<file path="src/rtl/regfile_writeback_buffer_if.sv">
// Bus bundle for the register file write-back buffer: producer handshake,
// register file write port, forwarding lookups and occupancy.
interface regfile_writeback_buffer_if #(
   parameter int DATA_W = 8,
   parameter int ADDR_W = 1,
   parameter int DEPTH  = 2
);
   localparam int CNT_W = $clog2(DEPTH + 1);

   logic              in_valid;
   logic              in_ready;
   logic [ADDR_W-1:0] in_dest;
   logic [DATA_W-1:0] in_data;
   logic              wb_hold;
   logic              rf_regWrite;
   logic [ADDR_W-1:0] rf_writeReg;
   logic [DATA_W-1:0] rf_writeData;
   logic [ADDR_W-1:0] fwd_addr1;
   logic [ADDR_W-1:0] fwd_addr2;
   logic              fwd_hit1;
   logic              fwd_hit2;
   logic [DATA_W-1:0] fwd_data1;
   logic [DATA_W-1:0] fwd_data2;
   logic [CNT_W-1:0]  count;

   // Side that drives results in and reads the write port / forwarding
   modport master (
      output in_valid, in_dest, in_data, wb_hold, fwd_addr1, fwd_addr2,
      input  in_ready, rf_regWrite, rf_writeReg, rf_writeData,
             fwd_hit1, fwd_hit2, fwd_data1, fwd_data2, count
   );

   // The buffer itself
   modport slave (
      input  in_valid, in_dest, in_data, wb_hold, fwd_addr1, fwd_addr2,
      output in_ready, rf_regWrite, rf_writeReg, rf_writeData,
             fwd_hit1, fwd_hit2, fwd_data1, fwd_data2, count
   );
endinterface

</file>
<file path="src/rtl/regfile_writeback_buffer.sv">
// In-order write-back FIFO in front of the register file write port.
// Results are queued on a valid/ready handshake, drained one per cycle
// unless wb_hold is set, and the youngest pending value for each of two
// decode read addresses is forwarded combinationally.
module regfile_writeback_buffer #(
   parameter int DATA_W = 8,
   parameter int ADDR_W = 1,
   parameter int DEPTH  = 2
) (
   input logic                     clk,
   input logic                     rst,
   regfile_writeback_buffer_if.slave bus
);
   localparam int PTR_W = $clog2(DEPTH);
   localparam int CNT_W = $clog2(DEPTH + 1);
   localparam logic [CNT_W-1:0] FULL_COUNT = CNT_W'(DEPTH);

   logic [ADDR_W-1:0] dest_mem [DEPTH];
   logic [DATA_W-1:0] data_mem [DEPTH];
   logic [PTR_W-1:0]  wr_ptr;
   logic [PTR_W-1:0]  rd_ptr;
   logic [CNT_W-1:0]  count;
   logic              ready;
   logic              push;
   logic              pop;
   logic              hit1;
   logic              hit2;
   logic [DATA_W-1:0] data1;
   logic [DATA_W-1:0] data2;

   // Handshake and drain decisions; a full buffer refuses even if it pops
   always_comb begin
      ready = !rst && (count < FULL_COUNT);
      push  = bus.in_valid && ready;
      pop   = !rst && (count != '0) && !bus.wb_hold;
   end

   assign bus.in_ready     = ready;
   assign bus.rf_regWrite  = pop;
   assign bus.rf_writeReg  = dest_mem[rd_ptr];
   assign bus.rf_writeData = data_mem[rd_ptr];
   assign bus.count        = count;
   assign bus.fwd_hit1     = hit1;
   assign bus.fwd_hit2     = hit2;
   assign bus.fwd_data1    = data1;
   assign bus.fwd_data2    = data2;

   // Entry storage is written on accept only; it is never cleared because
   // count alone decides which entries are meaningful
   always_ff @(posedge clk) begin
      if (push) begin
         dest_mem[wr_ptr] <= bus.in_dest;
         data_mem[wr_ptr] <= bus.in_data;
      end
   end

   // Pointers and occupancy; push and pop together leave count unchanged
   always_ff @(posedge clk) begin
      if (rst) begin
         wr_ptr <= '0;
         rd_ptr <= '0;
         count  <= '0;
      end else begin
         if (push) begin
            wr_ptr <= wr_ptr + PTR_W'(1);
         end
         if (pop) begin
            rd_ptr <= rd_ptr + PTR_W'(1);
         end
         case ({push, pop})
            2'b10:   count <= count + CNT_W'(1);
            2'b01:   count <= count - CNT_W'(1);
            default: count <= count;
         endcase
      end
   end

   // Forwarding walks entries oldest to youngest so the youngest match
   // overwrites older ones; the head being written this cycle still counts
   always_comb begin
      logic [PTR_W-1:0] idx;
      hit1  = 1'b0;
      hit2  = 1'b0;
      data1 = '0;
      data2 = '0;
      idx   = '0;
      for (int i = 0; i < DEPTH; i++) begin
         idx = rd_ptr + PTR_W'(i);
         if (CNT_W'(i) < count) begin
            if (dest_mem[idx] == bus.fwd_addr1) begin
               hit1  = 1'b1;
               data1 = data_mem[idx];
            end
            if (dest_mem[idx] == bus.fwd_addr2) begin
               hit2  = 1'b1;
               data2 = data_mem[idx];
            end
         end
      end
      if (rst) begin
         hit1  = 1'b0;
         hit2  = 1'b0;
         data1 = '0;
         data2 = '0;
      end
   end
endmodule

</file>
<file path="src/flat_wrapper.sv">
// flat-port wrapper written by rule: the top's interface ports become plain ports
module regfile_writeback_buffer_flat 
#(
   parameter int DATA_W = 8,
   parameter int ADDR_W = 1,
   parameter int DEPTH  = 2
)
  (clk, rst, bus_in_valid, bus_in_dest, bus_in_data, bus_wb_hold, bus_fwd_addr1, bus_fwd_addr2, bus_in_ready, bus_rf_regWrite, bus_rf_writeReg, bus_rf_writeData, bus_fwd_hit1, bus_fwd_hit2, bus_fwd_data1, bus_fwd_data2, bus_count);
  regfile_writeback_buffer_if #(.DATA_W(DATA_W), .ADDR_W(ADDR_W), .DEPTH(DEPTH)) bus_i ();
  input logic clk;
  input logic rst;
  input wire logic [$bits(bus_i.in_valid)-1:0] bus_in_valid;
  input wire logic [$bits(bus_i.in_dest)-1:0] bus_in_dest;
  input wire logic [$bits(bus_i.in_data)-1:0] bus_in_data;
  input wire logic [$bits(bus_i.wb_hold)-1:0] bus_wb_hold;
  input wire logic [$bits(bus_i.fwd_addr1)-1:0] bus_fwd_addr1;
  input wire logic [$bits(bus_i.fwd_addr2)-1:0] bus_fwd_addr2;
  output wire logic [$bits(bus_i.in_ready)-1:0] bus_in_ready;
  output wire logic [$bits(bus_i.rf_regWrite)-1:0] bus_rf_regWrite;
  output wire logic [$bits(bus_i.rf_writeReg)-1:0] bus_rf_writeReg;
  output wire logic [$bits(bus_i.rf_writeData)-1:0] bus_rf_writeData;
  output wire logic [$bits(bus_i.fwd_hit1)-1:0] bus_fwd_hit1;
  output wire logic [$bits(bus_i.fwd_hit2)-1:0] bus_fwd_hit2;
  output wire logic [$bits(bus_i.fwd_data1)-1:0] bus_fwd_data1;
  output wire logic [$bits(bus_i.fwd_data2)-1:0] bus_fwd_data2;
  output wire logic [$bits(bus_i.count)-1:0] bus_count;
  assign bus_i.in_valid = bus_in_valid;
  assign bus_i.in_dest = bus_in_dest;
  assign bus_i.in_data = bus_in_data;
  assign bus_i.wb_hold = bus_wb_hold;
  assign bus_i.fwd_addr1 = bus_fwd_addr1;
  assign bus_i.fwd_addr2 = bus_fwd_addr2;
  assign bus_in_ready = bus_i.in_ready;
  assign bus_rf_regWrite = bus_i.rf_regWrite;
  assign bus_rf_writeReg = bus_i.rf_writeReg;
  assign bus_rf_writeData = bus_i.rf_writeData;
  assign bus_fwd_hit1 = bus_i.fwd_hit1;
  assign bus_fwd_hit2 = bus_i.fwd_hit2;
  assign bus_fwd_data1 = bus_i.fwd_data1;
  assign bus_fwd_data2 = bus_i.fwd_data2;
  assign bus_count = bus_i.count;
  regfile_writeback_buffer #(.DATA_W(DATA_W), .ADDR_W(ADDR_W), .DEPTH(DEPTH)) u_core (.clk(clk), .rst(rst), .bus(bus_i));
endmodule
</file>
<file path="config.mk">
export PLATFORM = sky130hd
export DESIGN_NAME = regfile_writeback_buffer_flat
export DESIGN_NICKNAME = d
export VERILOG_FILES = /design/src/rtl/regfile_writeback_buffer_if.sv /design/src/rtl/regfile_writeback_buffer.sv /design/src/flat_wrapper.sv
export SDC_FILE = /design/constraint.sdc
export NUM_CORES = 1
export LEC_CHECK = 0
export ABC_AREA = 0
export BUFFER_PORTS_ARGS = -buffer_cell sky130_fd_sc_hd__buf_2
export CAP_MARGIN = 20
export CORE_ASPECT_RATIO = 0.75
export CORE_MARGIN = 5
export CORE_UTILIZATION = 30
export CTS_BUF_LIST = sky130_fd_sc_hd__clkbuf_16
export DETAILED_ROUTE_END_ITERATION = 6
export PLACE_DENSITY = 0.58
export SLEW_MARGIN = 25
export SYNTH_ARGS = -nofsm -noshare
export SYNTH_HDL_FRONTEND = slang
export SYNTH_SLANG_ARGS = --single-unit
</file>
<file path="constraint.sdc">
create_clock -name clk -period 3.5 [get_ports clk]
set_input_delay 0.7 -clock clk [delete_from_list [all_inputs] [get_ports clk]]
set_output_delay 0.7 -clock clk [all_outputs]
set_load 0.02 [all_outputs]
</file>
==> reports/qor.yml <==
global_routing:
  grt_max_degree: 20
  grt_antenna_before_repair: 0
  overflow: 0
  track_usage_pct: 11.2
  grt_pass1_wl_um: 5070
  grt_pass1_vias: 1060
sta:
  skew_ns: 0.00657
  drv_slew: 0
  post-route-period-util_pct: 87.2
  tightest_slew_ns: 0.920
  fmax_ghz: 0.328
  final-hold-violation-count: 0
  tns_ns: 0
  rsz0062_at_grt: "false"
  slew_headroom_pct: 38.4
  setup_viol: 0
  period_minus_slack_ns: 3.05
cts:
  cts_tree: "built"
  cts_root_buffer: "clkbuf_16"
  htree_num_levels: 1
  clockBufferDepth: 2
  ctsHoldBuffers: 0
  clk-insertion-delay-late_ns: 0.25
  clk_pin_slew_worst_paths_ns: 0.05
  cts_buffers: 3
  postCtsSetupBuffers: 0
  clkSinkCount: 23
  post_cts_resized: 0
worst_setup_path:
  cp_num_cells: 7
  path_cells: "inv_1, ha_1, or3b_2, mux2i_1, or4_1, o21ai_0, buf_2"
  cp.buffers_inverters: 2
  crit_type: "reg -> out"
  critPathLaunchType: "flop"
  worst_ep_arrival_time_ns: 2.35
  critPathCaptureType: "output port"
  critical_path_required_ns: 2.80
  r2r-start: "u_core.bus.count[1]"
  cp-endpoint: "bus_fwd_data1[2]"
  cp_slowest_stage_delay_ns: 0.45
  cpLargestDelayFamily: "simple AND/OR/NAND/NOR gates"
  reg2reg_to: "u_core.bus.count[0]"
  r2r_cells: 6
  ff2ff_setup_slack_ns: 1.75
  worstPathMaxFanout: 8
  cp-startpoint: "u_core.bus.count[1]"
  slowest_stage: "or3b_2"
drt:
  vias: 1085
  first_iter_violations: 79
  routed_via_density: 4.64
  wire_per_inst_um: 13.8
  totalWireLength_um: 3240
  first_pass_iters: 4
  detail-route-antenna-nets: 0
  drc: 0
power:
  power_density_mw_per_mm2: 512
  p_leak_nw: 0.724
  vdd_drop_max_mv: 0.298
layout:
  area.growth.synth_to_final_pct: 28.1
  fin_util_pct: 40.6
  finalNetCount: 198
  drive_gt1_share_pct: 32.4
  antenna_cells: 0
floorplanning:
  core_area_mm2: 0.00415
  die_x_um: 86.5
  die_h_um: 67.4
  start_util_pct: 31.7
  top_level_ports: 46
  rows: 20
  dieArea_mm2: 0.00583
place:
  gp_congestion: 0.777
  io_buffers: 45
  hpwlAfterDp_um: 2420
yosys:
  synthFlopType: "edfxtp_1"
  netlist_area_mm2: 0.00132
  synth.avg_cell_area_um2: 9.97
  synth-edff-count: 18
  synth_cells: 132
  async_flop_share_pct: 0
  synth-seq-cells: 23
  synth_cell_types: 25
  ys_warn_count: 0
  ys_seq_area_share_pct: 48.7
  syn-num-nets: 150
hold_path:
  hp-class: "reg -> reg"
status:
  status: "completed"
job:
  maxCapViolations: 0
per-layer routing:
metal | vias to the layer above | wire length [um] | GRT usage, %
met5 | - | 0 | 0
met4 | 0 | 0 | 1.75
met3 | 0 | 272 | 3.17
met2 | 36 | 1500 | 18.7
met1 | 501 | 1470 | 14.8
li1 | 548 | - | -
worst min-delay path: cells and delay by family, from the launching register on:
kind | cells | cell delay, ns
flip-flops | 1 | 0.36
XOR/XNOR | 1 | 0.08
AND/OR/NAND/NOR | 1 | 0.07
sequential cells by signal (all words and copies together), names as in the netlist, named ones only:
register / count
u_core.bus.count: 2
u_core.data_mem: 16
u_core.dest_mem: 2
u_core.rd_ptr: 1
u_core.wr_ptr: 1
placed cells by master, fill, tap and decap left out, types with 3 or more instances in the layout:
| cell type | instances |
|---|---|
| buf_2 | 45 |
| mux2i_1 | 19 |
| edfxtp_1 | 18 |
| nand2_1 | 17 |
| o21ai_0 | 17 |
| nor2_1 | 15 |
| inv_1 | 12 |
| dfxtp_1 | 5 |
| buf_4 | 4 |
| xnor2_1 | 3 |
| ha_1 | 3 |
| clkbuf_16 | 3 |
cell usage after synthesis (3+ instances only):
| master | n | area (um^2) |
|---|---|---|
| edfxtp_1 | 18 | 541 |
| xnor2_1 | 3 | 26.3 |
| ha_1 | 3 | 37.5 |
| inv_1 | 11 | 41.3 |
| mux2i_1 | 19 | 190 |
| nand2_1 | 17 | 63.8 |
| dfxtp_1 | 5 | 100 |
| o21ai_0 | 17 | 85.1 |
| nor2_1 | 15 | 56.3 |
how the worst min path moves through the flow:
stage | cells after the start | endpoint | slack [ns] | from
6_report | 2 | u_core.wr_ptr | 0.54 | u_core.wr_ptr
5_1_grt | 2 | u_core.wr_ptr | 0.56 | u_core.wr_ptr
4_1_cts | 2 | u_core.wr_ptr | 0.54 | u_core.wr_ptr
3_5_place_dp | 2 | u_core.wr_ptr | 0.53 | u_core.wr_ptr
3_3_place_gp | 2 | u_core.wr_ptr | 0.53 | u_core.wr_ptr
2_1_floorplan | 2 | u_core.wr_ptr | 0.50 | u_core.wr_ptr
through the flow:
step,std cells,power (mW),setup slack (ns),hold slack [ns],instance area [um^2]
final,234,0.863,0.449,0.540,1690
after global routing,234,0.909,0.239,0.559,1690
after CTS,234,0.869,0.425,0.544,1690
after detailed placement,230,0.632,0.645,0.528,1610
after global placement,230,0.632,0.669,0.527,1610
after floorplan,132,0.541,0.549,0.497,1320
layout make-up:
class,instances,area [um^2]
Timing Repair Buffer,49,255
Clock inverter,1,3.75
Clock buffer,3,75.1
Sequential cell,23,641
Fill cell,443,2470
Tap cell,55,68.8
Inverter,11,41.3
Multi-Input combinational cell,92,602
logic make-up (layout without fill, tap and decap cells):
kind of cell | after synthesis | after routing | synth area share [%]
compound gates | 22 | 22 | 9.32
xor+xnor | 5 | 5 | 3.33
fa+ha+maj | 3 | 3 | 2.85
buf+inv | 17 | 64 | 5.61
flops | 23 | 23 | 48.7
mux | 20 | 20 | 15.5
simple gates | 42 | 42 | 14.7
power breakdown:
part	total, mW	switching (mW)	internal (mW)
logic	0.288	0.179	0.109
clock network	0.239	0.0865	0.152
registers	0.336	0.0167	0.320
total	0.863	0.282	0.581
(Power assumes the default switching activity.)
